[config.mk]
export PLATFORM = sky130hd
export DESIGN_NAME = imm_decode_stage
export DESIGN_NICKNAME = d
export VERILOG_FILES = /design/src/rtl/imm_decode_stage.sv
export SDC_FILE = /design/constraint.sdc
export NUM_CORES = 1
export LEC_CHECK = 0
export BUFFER_PORTS_ARGS = -buffer_cell sky130_fd_sc_hd__buf_2
export CORE_MARGIN = 8
export CORE_UTILIZATION = 39
export DETAILED_ROUTE_END_ITERATION = 10
export GPL_ROUTABILITY_DRIVEN = 0
export GPL_TIMING_DRIVEN = 0
export PLACE_DENSITY = 0.62
export REMOVE_ABC_BUFFERS = 1
export SKIP_CTS_REPAIR_TIMING = 1
export SLEW_MARGIN = 5
export SYNTH_ARGS = -nofsm -noshare
export SYNTH_HDL_FRONTEND = slang
export SYNTH_SLANG_ARGS = --single-unit
[constraint.sdc]
create_clock -name clk -period 3.9 [get_ports clk]
set_input_delay 0.585 -clock clk [delete_from_list [all_inputs] [get_ports clk]]
set_output_delay 0.585 -clock clk [all_outputs]
set_load 0.01 [all_outputs]
[src/rtl/imm_decode_stage.sv]
// Registered immediate/format decode stage with a 2-entry skid buffer between fetch and execute.
// Each accepted instruction is decoded once into the main or skid register; outputs come from main.
module imm_decode_stage #(
    parameter int XLEN     = 32,
    parameter bit RST_DATA = 1'b1
) (
    input  logic            clk,
    input  logic            rst_n,
    input  logic            flush,
    input  logic            in_valid,
    output logic            in_ready,
    input  logic [31:0]     in_instr,
    input  logic [XLEN-1:0] in_pc,
    output logic            out_valid,
    input  logic            out_ready,
    output logic [31:0]     out_instr,
    output logic [XLEN-1:0] out_pc,
    output logic [XLEN-1:0] out_imm,
    output logic [2:0]      out_fmt,
    output logic [XLEN-1:0] out_target,
    output logic            out_illegal
);

    localparam bit RV64 = (XLEN == 64);

    typedef enum logic [1:0] {EMPTY, ONE, FULL} state_t;
    typedef enum logic [2:0] {
        FMT_NONE = 3'd0, FMT_I = 3'd1, FMT_S = 3'd2, FMT_B = 3'd3,
        FMT_U = 3'd4, FMT_J = 3'd5, FMT_CSR = 3'd6
    } fmt_t;

    typedef struct packed {
        logic [31:0]     instr;
        logic [XLEN-1:0] pc;
        logic [XLEN-1:0] imm;
        fmt_t            fmt;
        logic [XLEN-1:0] target;
        logic            illegal;
    } entry_t;

    function automatic entry_t decode(input logic [31:0] instr, input logic [XLEN-1:0] pc);
        entry_t     e;
        logic [31:0] imm32;
        logic        rel;
        e.instr   = instr;
        e.pc      = pc;
        e.fmt     = FMT_NONE;
        e.illegal = 1'b0;
        imm32     = '0;
        rel       = 1'b0;
        if (instr[1:0] != 2'b11) begin
            e.illegal = 1'b1;
        end else begin
            case (instr[6:2])
                5'b01101: begin e.fmt = FMT_U; imm32 = {instr[31:12], 12'b0}; end
                5'b00101: begin e.fmt = FMT_U; imm32 = {instr[31:12], 12'b0}; rel = 1'b1; end
                5'b11011: begin
                    e.fmt = FMT_J;
                    imm32 = {{11{instr[31]}}, instr[31], instr[19:12], instr[20], instr[30:21], 1'b0};
                    rel   = 1'b1;
                end
                5'b11001, 5'b00000, 5'b00100: begin
                    e.fmt = FMT_I; imm32 = {{20{instr[31]}}, instr[31:20]};
                end
                5'b00110: begin
                    if (RV64) begin e.fmt = FMT_I; imm32 = {{20{instr[31]}}, instr[31:20]}; end
                    else      e.illegal = 1'b1;
                end
                5'b11000: begin
                    e.fmt = FMT_B;
                    imm32 = {{19{instr[31]}}, instr[31], instr[7], instr[30:25], instr[11:8], 1'b0};
                    rel   = 1'b1;
                end
                5'b01000: begin e.fmt = FMT_S; imm32 = {{20{instr[31]}}, instr[31:25], instr[11:7]}; end
                5'b11100: begin e.fmt = FMT_CSR; imm32 = {27'b0, instr[19:15]}; end
                5'b01100, 5'b00011: ;
                5'b01110: if (!RV64) e.illegal = 1'b1;
                default:  e.illegal = 1'b1;
            endcase
        end
        // The CSR immediate has bit 31 clear, so one sign-extension covers every format.
        e.imm    = XLEN'($signed(imm32));
        e.target = rel ? pc + e.imm : '0;
        return e;
    endfunction

    state_t state, state_nxt;
    entry_t main_q, skid_q, in_dec;
    logic   accept, drain, load_main, load_skid, main_from_skid;

    assign in_dec    = decode(in_instr, in_pc);
    assign out_valid = (state != EMPTY);
    assign in_ready  = rst_n && (state != FULL);
    assign accept    = in_valid && in_ready;
    assign drain     = out_valid && out_ready;

    // NOTE: every output of this block gets a default first so no path leaves one unassigned (no latch).
    always_comb begin
        state_nxt      = state;
        load_main      = 1'b0;
        load_skid      = 1'b0;
        main_from_skid = 1'b0;
        case (state)
            EMPTY: if (accept) begin state_nxt = ONE; load_main = 1'b1; end
            ONE: begin
                if (accept && drain)  load_main = 1'b1;
                else if (accept)      begin state_nxt = FULL; load_skid = 1'b1; end
                else if (drain)       state_nxt = EMPTY;
            end
            FULL: if (drain) begin state_nxt = ONE; load_main = 1'b1; main_from_skid = 1'b1; end
            default: state_nxt = EMPTY;
        endcase
    end

    // NOTE: state registers use non-blocking assignment so all flops update together at the edge.
    always_ff @(posedge clk) begin
        if (!rst_n || flush) state <= EMPTY;
        else                 state <= state_nxt;
    end

    // NOTE: payload clearing on reset is optional; without it the payload flops need no reset net.
    always_ff @(posedge clk) begin
        if (!rst_n) begin
            if (RST_DATA) begin
                main_q <= '0;
                skid_q <= '0;
            end
        end else begin
            if (load_main) main_q <= main_from_skid ? skid_q : in_dec;
            if (load_skid) skid_q <= in_dec;
        end
    end

    assign out_instr   = main_q.instr;
    assign out_pc      = main_q.pc;
    assign out_imm     = main_q.imm;
    assign out_fmt     = main_q.fmt;
    assign out_target  = main_q.target;
    assign out_illegal = main_q.illegal;

endmodule
==> run summary <==
status: finished, final reports clean
CP Class: input port to flip-flop
IR drop worst, VDD: 0.000294 V
Rel. slew slack: 0.134
final instance area: 0.0152 mm^2
DR vias: 11,400
Worst Setup SP: in_instr[2]
cell area after placement: 0.0140 mm^2
Fin. Hold Viols: 0
ant diodes: 0
asr flop ratio synth: 0
initial antenna violation count: 1
commonest non-fill, non-tap cell in the layout: nand2_1
Skew-Pair Late Insertion Delay: 0.55 ns
max frequency: 267 MHz
Synth Area in Compound Gates: 0.271
Syn. warnings: 0
largest net degree at the start of global routing: 138
worst min-delay path class: input port to flip-flop
post-synth top area share: 0.425
power density of the placed cells: 412 mW/mm^2
initial core utilization: 0.397
final core utilization: 0.481
RR Startpoint: state[1]
Logic pwr share: 0.092
Synth Instances: 1,525
Setup Skew: 0.0111 ns
port bufs: 202
Pwr Total: 6.25 mW
total wire length: 39.6 mm
multiplexer share of the synthesized area: 0
CTS tree: built
Syn-to-layout area delta: 21.3%
GRT Total Usage: 0.198
H-tree depth: 1
clock-pin slew on the worst setup and hold paths: 0.06 ns
# Max-Cap Violations: 0
Sink Count: 266
ys flop type: dfxtp_1
mapped cell area: 0.0125 mm^2
vias in the first global route: 10,900
post-synthesis xor/xnor area fraction: 0.0196
Synth Area in Simple Gates: 0.208
Seq/Total Area, Yosys: 0.425
Setup crit start kind: input port
sequential power share: 0.448
Max Root-Sink Buffers: 3
CTS buffer count: 30
HP Start: flush
drt first-iter violations: 699
Post-DRT Antenna Nets: 0
Int Power: 4.72 mW
Critical Path Sink Type: flip-flop
Ports: 203
per-cell routed wire length: 19.0 um
core area: 0.0316 mm^2
CTS root buf: clkbuf_16
DP HPWL: 26.9 mm
post-synthesis adder-cell area fraction: 0.0326
Seq cells post-synth: 266
share of layout cells above drive strength 1: 0.196
P_sw: 1.53 mW
register area: 0.00533 mm^2
DR DRC count: 0
Die W: 195 um
Post-synth EDFFs: 0
final net count: 1,766
Slew Limit Fails: 0
RSZ-0062 raised after global routing: true
Net Sw Frac: 0.245
area of the multi-input gates: 0.00685 mm^2
Final Cycle Share: 0.960
worst path required time: 4.34 ns
DR vias/cell: 5.44
die area: 0.0381 mm^2
mean post-synth cell area: 8.21 um^2
main combinational cell family by area after synthesis: compound AO/OA/AOI/OAI gates
fin crit period: 3.75 ns
synth top area cells: dfxtp_1 43%, nand2_1 9.2%, a21boi_0 7.7%
cell taking the most area after synthesis: dfxtp_1
# fillers: 3,160
Crit Path Max Fanout: 13
first-pass GRT wire length: 61.8 mm
GRT overflow: 0
crit path DAT: 4.19 ns
DIE HEIGHT: 195 um
commonest non-fill, non-tap cells in the layout: 303 x nand2_1, 266 x dfxtp_1, 198 x buf_2
row count: 65
clock power share: 0.460
final setup violation count: 0
DRT Pass-1 Iters: 6
Static Leak: 6.13 nW
Synth cell types: 70
Least-Margin Pin Slew: 1.29 ns
## power by group through the flow
stage	combinational (mW)	clock [mW]	sequential (mW)
2_1_floorplan	0.256	0	2.88
3_3_place_gp	0.544	0	2.86
3_5_place_dp	0.559	0	2.86
4_1_cts	0.561	2.95	2.80
5_1_grt	0.631	3.07	2.81
6_report	0.574	2.88	2.80
## cell usage after synthesis (all sizes together), types with 4 or more instances
cell type / instances
nand2: 306
dfxtp: 266
nor2: 148
a21boi: 131
clkbuf: 103
o21ai: 67
a22oi: 58
o221ai: 57
a21oi: 48
and2: 48
ha: 31
nand3: 31
a22o: 29
a21o: 24
inv: 21
buf: 17
xnor2: 16
nor2b: 15
nor3: 15
xor2: 12
a211oi: 7
nand4: 7
a222oi: 6
and3: 6
or2: 6
o21bai: 5
o41ai: 4
## critical path: stages
cell and delay (ns):
buf_4 0.19, clkinvlp_4 0.20, buf_4 0.19, o311ai_2 0.59, buf_4 0.23, a21o_1 0.11
inv_1 0.07, ha_1 0.33, a21oi_1 0.16, o21ai_0 0.14, a221o_1 0.42, nor2b_1 0.16
nor3_2 0.28, o21ai_1 0.16, xnor2_1 0.16, a22o_1 0.19
## metal layers
metal	vias to the layer above	wire length, um	global-route usage
met2	292	18500	0.327
met3	59	2310	0.0359
li1	5629	-	-
met4	2	929	0.0570
met5	-	13	0
met1	5387	17800	0.261
## cell type report
class	count	area share
tap	402	0.0331
clock buffer	43	0.0573
timing repair buffer	227	0.0934
multi-input combinational	1119	0.451
inverter	21	0.00544
clock inverter	11	0.00890
sequential	266	0.351
## path summary, 6_finish.rpt
path / to / slack [ns] / cells after the start
worst max-delay path: skid_q[32] / 0.15 / 16
worst max register to register: out_fmt[1] / 1.01 / 7
worst min-delay path: state[1] / 0.21 / 2
worst min register to register: out_pc[3] / 0.46 / 2
## kinds of logic (layout without fill, tap and decap cells)
family,Yosys count,in the layout
XOR/XNOR,28,28
adder cells (fa/ha/maj),32,32
AO/OA/AOI/OAI,460,461
flip-flops,266,266
AND/OR/NAND/NOR,598,598
buffers and inverters,141,302
## sequential cells by signal, indices dropped and copies added, names as in the netlist
name / flops
state: 2
out_pc: 32
out_fmt: 3
out_instr: 32
out_target: 32
out_imm: 32
skid_q: 132
out_illegal: 1
## metrics by stage
step                hold WS (ns)  instances  TNS (ns)  setup WS [ns]
finish                     0.213       2089         0          0.155
global route               0.197       2089   -0.0383        -0.0221
CTS                        0.187       2076     -8.17         -0.503
detailed placement         0.444       2022    -33.50          -1.07
global placement           0.437       2009  -1917.37          -8.79
floorplan                  0.426       1405   -115.36          -1.02
No activity file was read; power rests on OpenSTA's default activity.
